## src/rtl/tt_ctrl_pkg.sv

```systemverilog
// Shared definitions for the pad-level core-selection control path.
// Holds the selection FSM state encoding and the address field widths
// used by the receiver and anything that decodes its address.
package tt_ctrl_pkg;

  localparam int ADDR_W = 10;  // full selection address
  localparam int MUX_W  = 5;   // mux id field, sel_addr[9:5]
  localparam int BLK_W  = 5;   // block id field, sel_addr[4:0]

  typedef enum logic [1:0] {
    ST_RESET  = 2'd0,
    ST_SELECT = 2'd1,
    ST_ACTIVE = 2'd2
  } sel_state_e;

endpackage

```

## src/rtl/tt_ctrl_sync.sv

```systemverilog
// Single-bit multi-flop synchroniser for an asynchronous pad.
// Ports:
//   clk - destination clock
//   rst - asynchronous active-high reset; every stage loads RST_VAL
//   d   - asynchronous input
//   q   - synchronised output, STAGES clk edges behind d
module tt_ctrl_sync #(
  parameter int   STAGES  = 2,
  parameter logic RST_VAL = 1'b0
) (
  input  logic clk,
  input  logic rst,
  input  logic d,
  output logic q
);

  logic [STAGES-1:0] sync_q;

  always_ff @(posedge clk or posedge rst) begin
    if (rst) sync_q <= {STAGES{RST_VAL}};
    else     sync_q <= {sync_q[STAGES-2:0], d};
  end

  assign q = sync_q[STAGES-1];

endmodule

```

## src/rtl/tt_ctrl_sel_rx.sv

```systemverilog
// Mux-side receiver for the core-selection pad protocol.
// Synchronises ctrl_sel_rst_n / ctrl_sel_inc / ctrl_ena, counts increment
// edges into a 10-bit address, gates the enable through a RESET/SELECT/ACTIVE
// FSM and decodes the address into a local mux match and one-hot block select.
// Ports:
//   clk, rst        - block clock, asynchronous active-high reset
//   ctrl_sel_rst_n  - async pad, low clears the selection
//   ctrl_sel_inc    - async pad, rising edge increments the address
//   ctrl_ena        - async pad, high enables the selected design
//   sel_addr        - current address {mux id, block id}
//   sel_ena         - FSM is ACTIVE
//   local_ena       - sel_ena and mux id matches MUX_ID
//   blk_sel         - one-hot block select when local_ena, else 0
//   sel_err         - sticky, increment seen while ACTIVE
module tt_ctrl_sel_rx
  import tt_ctrl_pkg::*;
#(
  parameter int MUX_ID      = 0,
  parameter int N_BLK       = 32,
  parameter int SYNC_STAGES = 2
) (
  input  logic              clk,
  input  logic              rst,
  input  logic              ctrl_sel_rst_n,
  input  logic              ctrl_sel_inc,
  input  logic              ctrl_ena,
  output logic [ADDR_W-1:0] sel_addr,
  output logic              sel_ena,
  output logic              local_ena,
  output logic [N_BLK-1:0]  blk_sel,
  output logic              sel_err
);

  logic rst_n_s, inc_s, ena_s;

  // inc chain resets high so releasing rst with the pad low is not an edge
  tt_ctrl_sync #(.STAGES(SYNC_STAGES), .RST_VAL(1'b0)) u_sync_rst_n (
    .clk(clk), .rst(rst), .d(ctrl_sel_rst_n), .q(rst_n_s));
  tt_ctrl_sync #(.STAGES(SYNC_STAGES), .RST_VAL(1'b1)) u_sync_inc (
    .clk(clk), .rst(rst), .d(ctrl_sel_inc), .q(inc_s));
  tt_ctrl_sync #(.STAGES(SYNC_STAGES), .RST_VAL(1'b0)) u_sync_ena (
    .clk(clk), .rst(rst), .d(ctrl_ena), .q(ena_s));

  sel_state_e        state_q, state_d;
  logic [ADDR_W-1:0] addr_q, addr_d;
  logic              err_q, err_d;
  logic              inc_prev_q;
  logic              local_q, local_d;
  logic [N_BLK-1:0]  blk_q, blk_d;
  logic              inc_evt;

  assign inc_evt = inc_s & ~inc_prev_q;

  always_ff @(posedge clk or posedge rst) begin
    if (rst) begin
      state_q    <= ST_RESET;
      addr_q     <= '0;
      err_q      <= 1'b0;
      inc_prev_q <= 1'b1;
      local_q    <= 1'b0;
      blk_q      <= '0;
    end else begin
      state_q    <= state_d;
      addr_q     <= addr_d;
      err_q      <= err_d;
      inc_prev_q <= inc_s;
      local_q    <= local_d;
      blk_q      <= blk_d;
    end
  end

  // Selection reset overrides everything, including a coincident increment.
  always_comb begin
    state_d = state_q;
    addr_d  = addr_q;
    err_d   = err_q;
    if (!rst_n_s) begin
      state_d = ST_RESET;
      addr_d  = '0;
      err_d   = 1'b0;
    end else begin
      case (state_q)
        ST_RESET:  state_d = ST_SELECT;
        ST_SELECT: begin
          // increment lands even if ena rises in the same cycle
          if (inc_evt) addr_d  = addr_q + 1'b1;
          if (ena_s)   state_d = ST_ACTIVE;
        end
        ST_ACTIVE: begin
          if (inc_evt) err_d   = 1'b1;
          if (!ena_s)  state_d = ST_SELECT;
        end
        default:     state_d = ST_RESET;
      endcase
    end
  end

  // Decode from next-state values so the registered decode moves on the same
  // edge as sel_ena / sel_addr. Block ids >= N_BLK simply match no bit.
  always_comb begin
    local_d = (state_d == ST_ACTIVE) &&
              (addr_d[ADDR_W-1:BLK_W] == MUX_W'(MUX_ID));
    blk_d   = '0;
    for (int i = 0; i < N_BLK; i++)
      blk_d[i] = local_d && (addr_d[BLK_W-1:0] == BLK_W'(i));
  end

  assign sel_addr  = addr_q;
  assign sel_ena   = (state_q == ST_ACTIVE);
  assign local_ena = local_q;
  assign blk_sel   = blk_q;
  assign sel_err   = err_q;

endmodule

```

## config.mk

```make
export PLATFORM = sky130hd
export DESIGN_NAME = tt_ctrl_sel_rx
export DESIGN_NICKNAME = d
export VERILOG_FILES = /design/src/rtl/tt_ctrl_pkg.sv /design/src/rtl/tt_ctrl_sync.sv /design/src/rtl/tt_ctrl_sel_rx.sv
export SDC_FILE = /design/constraint.sdc
export NUM_CORES = 1
export LEC_CHECK = 0
export BUFFER_PORTS_ARGS = -buffer_cell sky130_fd_sc_hd__buf_2
export CORE_UTILIZATION = 48
export DETAILED_ROUTE_END_ITERATION = 16
export PLACE_DENSITY = 0.8
export SYNTH_ARGS = -nofsm -noshare
export SYNTH_HDL_FRONTEND = slang
export SYNTH_SLANG_ARGS = --single-unit
```

## constraint.sdc

```tcl
create_clock -name clk -period 1.95 [get_ports clk]
set_clock_uncertainty 0.05 [all_clocks]
set_input_delay 0.0975 -clock clk [delete_from_list [all_inputs] [get_ports clk]]
set_output_delay 0.0975 -clock clk [all_outputs]
set_load 0.05 [all_outputs]
```

# Word level (Yosys, flattened, before mapping)

Index checks and enable logic that the tools add are counted.

Add/sub/neg operators: 1
Equal/unequal tests: 36
Multiplexer cells: 10
Bitwise logic cells: 2
Reduce and logical (&&, ||, !) cells: 37

Operators by type and width:

| cell                  | number |
|---|---|
| $eq 5x5->1 const B    | 16 |
| $eq 5x4->1 const B    | 8 |
| $logic_and 1x1->1     | 33 |
| $mux 10               | 3 |
| $eq 5x3->1 const B    | 4 |
| $add 10x1->10 const B | 1 |
| $eq 5x2->1 const B    | 2 |
| $logic_not 5->1       | 2 |
| $mux 2                | 3 |
| $pmux 2 s3            | 1 |
| $eq 5x1->1 const B    | 1 |
| $eq 2x2->1 const B    | 2 |
| $ne 2x2->1 const B    | 2 |
| $mux 1                | 3 |
| $eq 2x1->1 const B    | 1 |
| $logic_not 2->1       | 1 |
| $reduce_and 2->1      | 1 |
| $and 1x1->1           | 1 |
| $not 1->1             | 1 |

Flip-flop bits (word level): 53
Output and inout port bits: 45
Word-level logic and storage cells: 95

# Longest topological paths before layout

Word-level depth: 8
Mapped depth: 7

# Cells and area by module

Synthesis repeated with hierarchy kept, for this count alone.

Cell total of the unflattened synthesis: 182
Area total of the unflattened synthesis: 2103.3 µm²

By module, submodules not included:

| module                        | instances | cells an instance | area each (µm²) | seq. area each (µm²) |
|---|---|---|---|---|
| tt_ctrl_sel_rx                | 1         | 173               | 1939.4          | 1177.4 |
| tt_ctrl_sync (u_sync_ena ...) | 2         | 3                 | 53.8            | 50.0 |
| tt_ctrl_sync (u_sync_inc)     | 1         | 3                 | 56.3            | 52.6 |

# Worst setup path after synthesis

Ideal clock, no wire load.

Path kind: register -> register
From: reg addr_q[1] (netlist: sel_addr[1])
To: reg blk_q[5] (netlist: blk_sel[5])
Arrival time: 2303 ps
Path slack: -499 ps
Stages on the path, launching flop included: 8
Path buffers: 1
Cell sequence: dfrtp_1 > ha_1 > inv_1 > or4b_4 > o311ai_4 > nand3_4 > buf_6 > nor4_2

Longest elaborated chain between the ends: 7
Elaborated cells between the ends (all ways): 8

RTL lines:

| item                   | RTL line              | source |
|---|---|---|
| from (decl)            | tt_ctrl_sel_rx.sv:45  | `logic [ADDR_W-1:0] addr_q, addr_d;` |
| from (signal assigned) | tt_ctrl_sel_rx.sv:64  | `addr_q <= addr_d;` |
| $add 10x1->10          | tt_ctrl_sel_rx.sv:86  | `if (inc_evt) addr_d = addr_q + 1'b1;` |
| $mux 10                | tt_ctrl_sel_rx.sv:86  |  |
| $mux 10 *              | tt_ctrl_sel_rx.sv:82  | `case (state_q)` |
| $mux 10 *              | tt_ctrl_sel_rx.sv:77  | `if (!rst_n_s) begin` |
| $logic_not 5->1        | tt_ctrl_sel_rx.sv:102 | `(addr_d[ADDR_W-1:BLK_W] == MUX_W'(MUX_ID));` |
| $logic_and 1x1->1      | tt_ctrl_sel_rx.sv:101 | `local_d = (state_d == ST_ACTIVE) &&` |
| $logic_and 1x1->1 *    | tt_ctrl_sel_rx.sv:105 | `blk_d[i] = local_d && (addr_d[BLK_W-1:0] == BLK_W'(i));` |
| via blk_d[5]           | tt_ctrl_sel_rx.sv:49  | `logic [N_BLK-1:0] blk_q, blk_d;` |
| to (signal assigned)   | tt_ctrl_sel_rx.sv:68  | `blk_q <= blk_d;` |
| to (decl)              | tt_ctrl_sel_rx.sv:49  |  |

Mark *: on every way through the listed nets, which the timed path passes. The rest lies on a longest branch.
A chain may end at the register's enable or synchronous reset.

# Worst setup path in the final report

From: reg inc_prev_q
To: reg blk_q[23] (netlist: blk_sel[23])

Longest elaborated chain between the ends: 8
Elaborated cells between the ends (all ways): 9

RTL lines:

| item                   | RTL line              | source |
|---|---|---|
| from (decl)            | tt_ctrl_sel_rx.sv:47  | `logic inc_prev_q;` |
| from (signal assigned) | tt_ctrl_sel_rx.sv:66  | `inc_prev_q <= inc_s;` |
| $not 1->1 *            | tt_ctrl_sel_rx.sv:52  | `assign inc_evt = inc_s & ~inc_prev_q;` |
| $and 1x1->1 *          | tt_ctrl_sel_rx.sv:52  |  |
| $mux 10 *              | tt_ctrl_sel_rx.sv:86  |  |
| $mux 10 *              | tt_ctrl_sel_rx.sv:82  |  |
| $mux 10 *              | tt_ctrl_sel_rx.sv:77  |  |
| $logic_not 5->1        | tt_ctrl_sel_rx.sv:102 |  |
| $logic_and 1x1->1      | tt_ctrl_sel_rx.sv:101 |  |
| $logic_and 1x1->1 *    | tt_ctrl_sel_rx.sv:105 |  |
| via blk_d[23]          | tt_ctrl_sel_rx.sv:49  |  |

Marks and branches as above.

==> flow_summary_export.csv <==
group,metric,value,unit
status,status,"complete, but fails checks",
status,violations,"setup timing",
routing,highest_layer,"met4",
sta,setup_violations,33,
routing,routed-wl-met2,3230,um
routing,num_vias,2019,
setup_path,critPathArrivalTime,2.34,ns
flow_run,maxCapViolations,0,
yosys,synth.cell_area,2240,um2
setup_path,path_cells,"buf_6 -> nand4bb_4 -> buf_4 -> a21oi_1 -> o2bb2ai_1 -> a22oi_1 -> buf_4 -> nor3_2",
yosys,synth-async-reset-ratio,100,%
sta,tightest_slew,0.661,ns
layout,final_cells,349,
power,leakagePower,1.58,nW
placement,placed_area,2870,um2
sta,finalCritPeriodShare,113,%
yosys,yosysSeqAreaShare,59.3,%
clock_network,cts_tree,"yes",
die,die_x,70.4,um
die,core,4410,um2
setup_path,slowest_delay,0.40,ns
sta,finalHoldViolCount,0,
layout,seqCellArea,1340,um2
die,num_io_pins,50,
routing,vias_per_cell,5.79,
yosys,synth-seq-cells,53,
setup_path,regToRegStartpoint,"inc_prev_q",
yosys,synthTopCellsByCount,"dfrtp_1 (50), nor2_1 (27), nor3_1 (17)",
grt,grt_pass1_wl,10300,um
setup_path,required,2.09,ns
die,rows,24,
clock_network,cts-root-buf,"clkbuf_8",
grt,grt-ovfl-total,0,
setup_path,path_common_cell,"buf_4",
grt,antenna_found_initial,0,
placement,dp_slack,-0.270,ns
setup_path,end_kind,"flip-flop",
sta,max_slew_margin,55.7,%
routing,dr.first_iter.drc_count,142,
grt,grt_pass1_vias,2041,
placement,place_inst,323,
layout,nets,302,
die,die_y,70.4,um
layout,layout-drive-gt1-share,59.3,%
yosys,synthCells,192,
yosys,syn-num-nets,198,
sta,maxSlewViolCount,0,
routing,firstDrtPassIters,5,
placement,io_buffers,49,
clock_network,htreeDepth,2,
yosys,synth_top_area_share,55.7,%
sta,fmax,0.456,GHz
layout,multiInputGateArea,1140,um2
die,dieArea,4950,um2
routing,wl,6610,um
grt,grt_max_degree,34,
layout,area_growth_syn_to_layout,54.2,%
setup_path,crit_fanout,8,
power,peakVddDrop,408,uV
layout,diodes,0,
clock_network,clkLatencyLatePin,0.31,ns
setup_path,start_kind,"flip-flop",
yosys,synth_ff_type,"dfrtp_1",
yosys,synth_edf_count,0,
placement,hpwlAfterDp,3680,um
setup_path,path_class,"reg -> reg",
yosys,yosys_warnings,0,
yosys,yosysUniqueCellTypes,44,
yosys,syn_area_per_cell,11.7,um2
routing,wl_met1,2720,um
layout,n_fill_cell,243,
yosys,yosysMostFrequentCell,"dfrtp_1",
power,powerDensity,569,nW/um2
clock_network,clk_path_buf_depth,2,
setup_path,cp-startpoint,"inc_prev_q",
yosys,synth.area.top_cells,"dfrtp_1 (56%), nor2_1 (4.5%), nor3_1 (3.8%), dfstp_2 (3.5%), xnor2_1 (2.7%)",
layout,final_cell_area,3460,um2
routing,post_drt_wl_per_cell,19.0,um
routing,drtAntennaViolNets,0,
clock_network,cts-buffers-inserted,5,
routing,dr_wl_met3,358,um
clock_network,clk_pin_slew,0.10,ns
setup_path,slowest_stage,"dfstp_2",
yosys,yosys.area.top_type,"dfrtp_1",
setup_path,critPathBufInv,3,
sta,min_period,2.19,ns
sta,rsz0062_at_grt,"true",
worst_hold_path,hold_path.class,"in -> async",
routing,drc,0,
die,start_util,50.9,%
placement,gp_congestion,0.857,
setup_path,cp_top_family,"compound AO/OA/AOI/OAI gates",
sta,worst_slack,-0.245,ns
grt,grt_use_total,26.9,%
clock_network,clkSinkCount,53,
## power by group
part	switching (W)	internal, W
Combinational	0.000112	0.0000881
Clock	0.000378	0.000260
Sequential	0.0000147	0.00112
Total	0.000505	0.00146
## registers in the layout, summed over array words and instances, names as in the netlist
signal	flops
inc_prev_q	1
local_ena	1
sel_addr	10
blk_sel	32
u_sync_rst_n.sync_q	2
state_q	2
u_sync_ena.sync_q	2
u_sync_inc.sync_q	2
sel_err	1
## final cells by class
class / count / share of cell area (%)
Sequential cell: 53 / 38.8
Multi-Input combinational cell: 121 / 32.9
Timing Repair Buffer: 109 / 23.0
Clock buffer: 5 / 1.99
Tap cell: 52 / 1.88
Clock inverter: 3 / 0.723
Inverter: 6 / 0.651
## final timing paths
path                                          end  slack, ns  cells after the start
max                                   blk_sel[23]      -0.24                      8
min                          u_sync_ena.sync_q[1]       0.29                      3
max reg2reg                           blk_sel[23]      -0.24                      8
min reg2reg                u_sync_rst_n.sync_q[1]       0.31                      0
max in group asynchronous             blk_sel[23]       1.04                      4
min in group clk           u_sync_rst_n.sync_q[1]       0.31                      0
## cell usage in the layout, fill, tap and decap left out, types with 3 or more instances in the layout
| master | instances |
|---|---|
| buf_2 | 49 |
| buf_4 | 42 |
| dfrtp_1 | 40 |
| nor2_1 | 24 |
| nor3_2 | 13 |
| dfrtp_2 | 10 |
| buf_6 | 9 |
| xnor2_1 | 6 |
| nand2_1 | 5 |
| clkbuf_8 | 5 |
| inv_1 | 4 |
| nand3_1 | 4 |
| xor2_1 | 4 |
| nor4_4 | 4 |
| dlygate4sd3_1 | 4 |
| buf_12 | 4 |
| o21ai_0 | 3 |
| nor4_2 | 3 |
| nor3_1 | 3 |
| and3_1 | 3 |
| nor3b_1 | 3 |
| nor3b_2 | 3 |
| nor2_2 | 3 |
| dfstp_2 | 3 |
## kinds of logic (layout without fill, tap and decap cells)
group | after synthesis | count (layout) | share of synthesized area (%)
AND/OR/NAND/NOR | 85 | 85 | 22.2
flip-flops | 53 | 53 | 59.3
AO/OA/AOI/OAI | 23 | 23 | 9.59
buffers and inverters | 18 | 123 | 3.68
XOR/XNOR | 11 | 11 | 4.29
adder cells (fa/ha/maj) | 2 | 2 | 1.00
## per-stage QoR
stage	hold WS (ns)	total power (W)	setup TNS, ns	util, %
CTS	0.299	0.00195	-3.77	76.3
floorplan	0.0520	0.00123	-2.10	-
detailed placement	0.0843	0.00129	-5.36	65.0
finish	0.287	0.00197	-5.74	78.4
global route	0.318	0.00203	-7.79	78.4
global placement	0.0764	0.00128	-3.27	65.0
## routing by layer
metal / vias to the layer above / global-route usage, %
met4: 0 / 11.6
met3: 31 / 5.19
met5: - / 0
met2: 106 / 44.4
li1: 887 / -
met1: 995 / 34.3
## repair_timing
action | in CTS | in global routing
hold buffers | 4 | 0
setup buffers | 11 | 4
pin swaps | 29 | 7
gates resized for setup | 46 | 11
hold endpoints to repair | 20 | 0
endpoints found under the setup margin | 35 | 33
## worst register-to-register path, delay by kind of cell (launching register included)
kind | cells | cell delay [ns]
AOI/OAI and AO/OA | 3 | 0.68
buffers and inverters | 3 | 0.61
DFF | 1 | 0.40
and+or+nand+nor | 2 | 0.34
Power figures use the tool's default switching activity.
